File: src/rtl/freq_pkg.sv
// Shared types and constants for the frequency measurement scheduler.
package freq_pkg;

  localparam int unsigned CNT_W             = 32;
  localparam int unsigned SETTLE_CYCLES_DEF = 4;

  typedef enum logic [2:0] {
    IDLE,
    SELECT,
    GATE,
    SETTLE,
    CAPTURE
  } state_t;

endpackage

File: src/rtl/freq_rr_pick.sv
// Combinational round-robin picker: first set mask bit strictly after ptr, wrapping.
module freq_rr_pick #(
  parameter int unsigned NUM_CH = 4,
  parameter int unsigned CHW    = 2
) (
  input  logic [NUM_CH-1:0] mask,
  input  logic [CHW-1:0]    ptr,
  output logic [CHW-1:0]    next_idx,
  output logic              any_valid
);

  logic [CHW-1:0] idx;

  // Scan farthest-first so the nearest enabled channel after ptr wins.
  always_comb begin
    next_idx  = '0;
    idx       = '0;
    any_valid = |mask;
    for (int i = int'(NUM_CH); i >= 1; i--) begin
      idx = CHW'((int'(ptr) + i) % int'(NUM_CH));
      if (mask[idx]) next_idx = idx;
    end
  end

endmodule

File: src/rtl/freq_meas_sched.sv
// Measurement scheduler time-sharing one freq_count across NUM_CH channels.
// Optional stale-result check enabled by defining FREQ_STALE_CHK_EN.
module freq_meas_sched
  import freq_pkg::*;
#(
  parameter int unsigned NUM_CH        = 4,
  parameter int unsigned CHW           = $clog2(NUM_CH),
  parameter int unsigned GW            = 24,
  parameter int unsigned SETTLE_CYCLES = SETTLE_CYCLES_DEF
) (
  input  logic              clk,
  input  logic              nRST,
  input  logic              start,
  input  logic              cont_mode,
  input  logic [NUM_CH-1:0] ch_en,
  input  logic [GW-1:0]     gate_len,
  input  logic [CNT_W-1:0]  cnt_in,
  output logic              door_out,
  output logic [CHW-1:0]    ch_sel,
  output logic              busy,
  output logic [CNT_W-1:0]  result,
  output logic [CHW-1:0]    result_ch,
  output logic              result_valid,
  output logic              result_err
);

  localparam int unsigned SW = $clog2(SETTLE_CYCLES + 1);

  state_t         state;
  logic [CHW-1:0] ptr;
  logic [CHW-1:0] pick;
  logic           pick_ok;
  logic [GW-1:0]  gate_cnt;
  logic [SW-1:0]  settle_cnt;

`ifdef FREQ_STALE_CHK_EN
  logic [CNT_W-1:0] snapshot;
`endif

  freq_rr_pick #(
    .NUM_CH (NUM_CH),
    .CHW    (CHW)
  ) u_pick (
    .mask      (ch_en),
    .ptr       (ptr),
    .next_idx  (pick),
    .any_valid (pick_ok)
  );

  // Scheduler FSM: select channel, open gate, let the counter publish, capture.
  always_ff @(posedge clk or negedge nRST) begin
    if (!nRST) begin
      state        <= IDLE;
      ptr          <= CHW'(NUM_CH - 1);
      gate_cnt     <= '0;
      settle_cnt   <= '0;
      door_out     <= 1'b0;
      ch_sel       <= '0;
      busy         <= 1'b0;
      result       <= '0;
      result_ch    <= '0;
      result_valid <= 1'b0;
`ifdef FREQ_STALE_CHK_EN
      snapshot     <= '0;
      result_err   <= 1'b0;
`endif
    end else begin
      result_valid <= 1'b0;
      case (state)
        IDLE: begin
          if (start && (|ch_en)) begin
            state <= SELECT;
            busy  <= 1'b1;
          end
        end
        SELECT: begin
          // Mask may have been cleared since it was last checked; abandon quietly.
          if (pick_ok) begin
            ch_sel   <= pick;
            ptr      <= pick;
            gate_cnt <= (gate_len == '0) ? GW'(1) : gate_len;
            door_out <= 1'b1;
            state    <= GATE;
`ifdef FREQ_STALE_CHK_EN
            snapshot <= cnt_in;
`endif
          end else begin
            state <= IDLE;
            busy  <= 1'b0;
          end
        end
        GATE: begin
          if (gate_cnt == GW'(1)) begin
            door_out   <= 1'b0;
            settle_cnt <= SW'(SETTLE_CYCLES);
            state      <= SETTLE;
          end else begin
            gate_cnt <= gate_cnt - GW'(1);
          end
        end
        SETTLE: begin
          // Capture registers load on the way into CAPTURE so result_valid aligns.
          if (settle_cnt == SW'(1)) begin
            result       <= cnt_in;
            result_ch    <= ch_sel;
            result_valid <= 1'b1;
`ifdef FREQ_STALE_CHK_EN
            result_err   <= (cnt_in == snapshot);
`endif
            state        <= CAPTURE;
          end else begin
            settle_cnt <= settle_cnt - SW'(1);
          end
        end
        CAPTURE: begin
          if (cont_mode && (|ch_en)) begin
            state <= SELECT;
          end else begin
            state <= IDLE;
            busy  <= 1'b0;
          end
        end
        default: begin
          state    <= IDLE;
          busy     <= 1'b0;
          door_out <= 1'b0;
        end
      endcase
    end
  end

`ifndef FREQ_STALE_CHK_EN
  assign result_err = 1'b0;
`endif

endmodule
File: config.mk
export PLATFORM = sky130hd
export DESIGN_NAME = freq_meas_sched
export DESIGN_NICKNAME = d
export VERILOG_FILES = /design/src/rtl/freq_pkg.sv /design/src/rtl/freq_rr_pick.sv /design/src/rtl/freq_meas_sched.sv
export SDC_FILE = /design/constraint.sdc
export NUM_CORES = 1
export LEC_CHECK = 0
export ABC_CLOCK_PERIOD_IN_PS = 2500
export BUFFER_PORTS_ARGS = -buffer_cell sky130_fd_sc_hd__buf_2
export CORE_MARGIN = 5
export CORE_UTILIZATION = 52
export DETAILED_ROUTE_END_ITERATION = 16
export GPL_TIMING_DRIVEN = 0
export PLACE_DENSITY = 0.87
export SYNTH_ARGS = -nofsm -noshare
export SYNTH_HDL_FRONTEND = slang
export SYNTH_SLANG_ARGS = --single-unit
File: constraint.sdc
create_clock -name clk -period 2.5 [get_ports clk]
set_input_delay 0.5 -clock clk [delete_from_list [all_inputs] [get_ports clk]]
set_output_delay 0.5 -clock clk [all_outputs]
set_load 0.01 [all_outputs]
==> metrics, run 1 <==
status=complete, no violations; Worst path max stage delay=590 ps; Die Width=94.58 µm; Worst-Skew Late Latency=370 ps; total grt overflow=0; Avg Synthesized Cell Area=just over 10 µm²; Final WS setup=77.84 ps; clock buffer depth=2; Synth-to-Final Area Change=23.61%; Sink Count=71; RSZ-0062 raised after global routing=true; most frequent cells in the layout=buf_2 (113), dfrtp_1 (69), nor2_1 (37); port bufs=102; slowest CP cell=or4b_1; P_leak=1.995 nW; Yosys cell types=55; routability congestion estimate=0.9224; CTS buffer count=9; Post-synth EDFFs=0; root buf cell=clkbuf_8; Vias=~3600; Least-Margin Pin Slew=around 910 ps; # IOs=about 100; Die H=94.58 µm; setup_tns=0 ps; Final Max Slew Viols=0; #FFs+latches synth=71; htree depth=3; 1st-iter DRT viols=between 200 and 300; max_slew headroom=39.30%; Cells after Synth=~360; antenna violations before repair=0; Tcrit/Tclk final=96.89%; clock skew after layout=just over 20 ps; CP required=2740 ps; PD cells=1344 mW/mm²; WL per Instance=~19 µm; setup violators final=0; vias in the first global route=3542; register area share after synthesis=47.83%; CP Class=flop to flop; total routed wirelength=roughly 11000 µm; Power Total=6.180 mW; Worst Path Max Fanout=6; CP endpoint kind=flop; Reg clk slew, reported paths=roughly 80 ps; Cell Chain, Critical Path=inv_1 -> ha_1 -> or4b_1 -> nor3_2 -> and3_1 -> a31oi_1 -> o22a_1; Starting Density=54.15%; GR Util All Layers=25.26%; final cell count without fillers=578; Die ar.=0.008945 mm²; peak supply drop=0.6704 mV; DPL Wire Length=7794 µm; NumNets Final=~550; Final ANT Viol Nets=0; critical path arrival=2660 ps; layout cells sized above 1=between 30% and 40%; max cap viols=0; final hold vios=0; total core area=between 0.006 and 0.007 mm²; fmax=between 400 and 500 MHz; Final min period=2422 ps; Post-Place Cells=562; DR vias/cell=6.168; most common cell after layout, fill and taps aside=buf_2; DR pass1 iterations=6; hold slack=approximately 270 ps; cell row count=30; largest net degree at the start of global routing=72; postcts setup bufs=0; FFs w/ async S/R, synth=100.0%; # DRC=0; antenna cell count=0; crit start category=flop; TritonCTS clock tree=built; Synth Flop Type=dfrtp_1; Mapped Nets=432; first-pass GRT wire length=17540 µm; Post-Syn Area=0.003720 mm²; HP Class=input pin to async pin; dpl ws=-69.35 ps; Ys Warns=0; cts hold-fix bufs=0
[per-layer routing]
metal  global-route usage, %  up-vias  part of all wire, %
met1                   30.19     1691                   36
met4                   13.10        0                  4.0
met3                   5.339       45                  8.5
li1                        -     1602                    -
met5                       0        -                    0
met2                   42.85      227                   51
[critical path: cells and delay by family (launching register included)]
family	cells	cell delay, ps
buf+inv	1	70
compound gates	2	310
flops	1	420
fa+ha+maj	1	210
simple gates	3	1300
[sequential cells by signal, indices dropped and copies added, names as in the netlist]
signal	cells
busy	1
ch_sel	2
door_out	1
gate_cnt	24
ptr	2
result	32
result_ch	2
result_valid	1
settle_cnt	3
state	3
[cell type report]
type                    instances  area (µm²)
multi-input cells             263        1824
fillers                       531        2271
repair buffers                102       513.0
inverters                       8       30.03
clock inverters                 7       105.1
plain buffers                  22       102.6
clock buffers                   9       123.9
well taps                      96       120.1
flip-flops and latches         71        1779
[worst paths after layout]
path | from | endpoint | slack, ps | depth (start not counted)
max reg2reg | gate_cnt[0] | gate_cnt[20] | 80 | 7
min in group clk | cnt_in[25] | result[25] | 360 | 2
min reg2reg | result[8] | result[8] | 500 | 1
max | gate_cnt[0] | gate_cnt[20] | 80 | 7
max in group asynchronous | nRST | gate_cnt[17] | 1640 | 1
min | nRST | gate_cnt[3] | 270 | 1
[report_power, final]
| group | leakage [nW] | switching (mW) | internal [mW] |
|---|---|---|---|
| registers | 0.819 | 0.498 | 1.73 |
| logic | 1.06 | 1.65 | 1.23 |
| clock network | 0.112 | 0.489 | 0.575 |
| total | 2.00 | 2.64 | 3.54 |
[cell usage after synthesis (3+ instances only)]
| cell type | instances | area (µm²) |
|---|---|---|
| dfrtp_1 | 69 | 1727 |
| nor2_1 | 37 | 138.9 |
| a21oi_1 | 35 | 175.2 |
| mux2_2 | 34 | 382.9 |
| nor4_1 | 17 | 106.4 |
| nand2_1 | 15 | 56.30 |
| a31oi_1 | 13 | 81.33 |
| buf_2 | 12 | 60.06 |
| o22a_1 | 12 | 105.1 |
| o211ai_1 | 11 | 82.58 |
| nor3_1 | 10 | 50.05 |
| nand3_1 | 9 | 45.04 |
| inv_1 | 8 | 30.03 |
| clkbuf_1 | 7 | 26.28 |
| o21ai_0 | 7 | 35.03 |
| a22oi_1 | 4 | 30.03 |
| a41oi_1 | 4 | 35.03 |
| ha_1 | 4 | 50.05 |
| or3_1 | 4 | 25.02 |
| a2bb2oi_1 | 3 | 26.28 |
| and3_1 | 3 | 18.77 |
| nand2b_1 | 3 | 18.77 |
| or2_2 | 3 | 18.77 |
[stage by stage]
step           util, %  instance area [µm²]
2_1_floorplan        -                 3720
3_3_place_gp     63.33                 4350
3_5_place_dp     63.37                 4353
4_1_cts          66.70                 4582
5_1_grt          66.94                 4598
6_report         66.94                 4598
[timing repair]
| item | CTS | global route |
|---|---|---|
| endpoints found under the hold margin | 0 | 0 |
| endpoints found under the setup margin | 0 | 7 |
| resized for setup | 0 | 4 |
[cells by family (layout without fill, tap and decap cells)]
group | Yosys count | after routing | share of synthesized area, %
and+or+nand+nor | 119 | 119 | 17.63
AOI/OAI and AO/OA | 104 | 104 | 19.00
DFF | 71 | 71 | 47.83
muxes | 35 | 35 | 10.56
buffers and inverters | 30 | 148 | 3.532
adders and majority gates | 4 | 4 | 1.345
other | 1 | 1 | 0.1008
No activity file was read; power rests on OpenSTA's default activity.
==> run 2: changes to the inputs <==
--- a/config.mk
+++ b/config.mk
@@ -8,10 +8,11 @@
 export ABC_CLOCK_PERIOD_IN_PS = 2500
 export BUFFER_PORTS_ARGS = -buffer_cell sky130_fd_sc_hd__buf_2
 export CORE_MARGIN = 5
-export CORE_UTILIZATION = 52
+export CORE_UTILIZATION = 42
 export DETAILED_ROUTE_END_ITERATION = 16
 export GPL_TIMING_DRIVEN = 0
-export PLACE_DENSITY = 0.87
+export PLACE_DENSITY = 0.73
+export SLEW_MARGIN = 20
 export SYNTH_ARGS = -nofsm -noshare
 export SYNTH_HDL_FRONTEND = slang
 export SYNTH_SLANG_ARGS = --single-unit
==> metrics, run 2 (synthesis results as in run 1) <==
CP Class=flop to flop; first-pass GRT wire length=17240 µm; Starting Density=a little over two fifths; critical path arrival=between 2000 and 3000 ps; Final ANT Viol Nets=0; NumNets Final=between 500 and 600; final hold vios=0; htree depth=3; crit start category=flop; CP endpoint kind=flop; antenna violations before repair=0; TritonCTS clock tree=built; clock buffer depth=2; Final Max Slew Viols=0; WL per Instance=17.66 µm; clock skew after layout=11.28 ps; Reg clk slew, reported paths=roughly 70 ps; most frequent cells in the layout=buf_2 (113), dfrtp_1 (69), nor2_1 (37); Die H=104.1 µm; peak supply drop=0.6895 mV; total core area=0.008678 mm²; CTS buffer count=9; Largest register FFs=32; setup violators final=0; antenna cell count=0; largest net degree at the start of global routing=42; Worst path max stage delay=600 ps; DPL Wire Length=7671 µm; layout cells sized above 1=38.56%; max cap viols=0; Tcrit/Tclk final=98.64%; Post-Place Cells=575; root buf cell=clkbuf_8; status=complete, no violations; Die ar.=0.01084 mm²; Synth-to-Final Area Change=23.31%; final cell count without fillers=slightly below 600; vias in the first global route=3556; Worst Path Max Fanout=5; Final min period=approximately 2500 ps; total grt overflow=0; Sink Count=just over 70; P_leak=about 2 nW; slowest CP cell=or4b_1; Die Width=104.1 µm; HP Class=input pin to async pin; Cell Chain, Critical Path=inv_1 -> ha_1 -> or4b_1 -> nor4_2 -> nor4b_2 -> a31oi_1 -> o22a_2; GR Util All Layers=19.17%; most common cell after layout, fill and taps aside=buf_2; routability congestion estimate=approximately 0.94; CP required=2740 ps; registers with the most flip-flops=result (32), gate_cnt (24); total routed wirelength=10470 µm; 1st-iter DRT viols=226; port bufs=102; r2r worst-path depth=7; max_slew headroom=52.30%; fmax=405.5 MHz; Power Total=5.889 mW; PD cells=1284 mW/mm²; setup_tns=0 ps; # IOs=~100; Top reg by flops=result; DR vias/cell=5.901; cts hold-fix bufs=0; Worst-Skew Late Latency=350 ps; Vias=3499; RSZ-0062 raised after global routing=false; DR pass1 iterations=5; Least-Margin Pin Slew=709.0 ps; cell row count=34; # DRC=0
-- run 2: cell types whose count changed in the layout (fill, tap and decap cells not counted) --
cell and delta:
inv_6 -1, nor4b_4 -1, clkinv_2 +2, buf_1 -1, buf_12 +1, clkbuf_1 +2
inv_8 -1, bufinv_16 -2, nor4b_2 +1, buf_4 +2, clkbuf_8 +1
-- run 2: path summary, 6_finish.rpt --
kind	startpoint	end	slack, ps
min	nRST	gate_cnt[4]	80
min reg2reg	result[26]	result[26]	510
min in group clk	cnt_in[5]	result[5]	370
max reg2reg	gate_cnt[0]	gate_cnt[22]	30
max	gate_cnt[0]	gate_cnt[22]	30
max in group asynchronous	nRST	ptr[1]	1800
-- run 2: metal layers --
| metal | track usage, % | vias to the layer above | wire [µm] |
|---|---|---|---|
| met5 | 0 | - | 0 |
| met3 | 6.580 | 10 | 1145 |
| met4 | 4.718 | 0 | 90 |
| met2 | 30.92 | 185 | 4817 |
| met1 | 24.76 | 1685 | 4418 |
| li1 | - | 1619 | - |
-- run 2: per-stage QoR --
| stage | setup slack (ps) | hold slack, ps | instance area (µm²) | util, % |
|---|---|---|---|---|
| 2_1_floorplan | 340.1 | 204.4 | 3720 | - |
| 3_3_place_gp | -111.7 | 483.6 | 4365 | 50.30 |
| 3_5_place_dp | -103.1 | 469.6 | 4388 | 50.56 |
| 4_1_cts | 90.58 | 100.1 | 4571 | 52.67 |
| 5_1_grt | 18.22 | 121.6 | 4587 | 52.85 |
| 6_report | 33.96 | 81.99 | 4587 | 52.85 |
-- run 2: final cells by class --
| class | count | area (µm²) |
|---|---|---|
| plain buffers | 22 | 102.6 |
| fillers | 785 | 4091 |
| repair buffers | 105 | 548.0 |
| clock inverters | 5 | 35.03 |
| multi-input cells | 263 | 1815 |
| inverters | 8 | 30.03 |
| flip-flops and latches | 71 | 1779 |
| clock buffers | 11 | 141.4 |
| well taps | 108 | 135.1 |
-- run 2: repair_timing --
action	4_1_cts	5_1_grt
setup endpoints to repair	1	8
pin swaps	0	1
buffers inserted	0	2
resized for setup	1	1
-- run 2: where the power goes --
part           switching (mW)  total (mW)  internal (mW)
Clock                   0.456       0.844          0.388
Sequential              0.474        2.21           1.73
Combinational            1.60        2.84           1.24
-- run 2: worst max-delay path, delay by kind of cell, from the launching register on --
family	cells	cell delay, ps
adder cells (fa/ha/maj)	1	220
AO/OA/AOI/OAI	2	350
buffers and inverters	1	80
flip-flops	1	440
AND/OR/NAND/NOR	3	1270
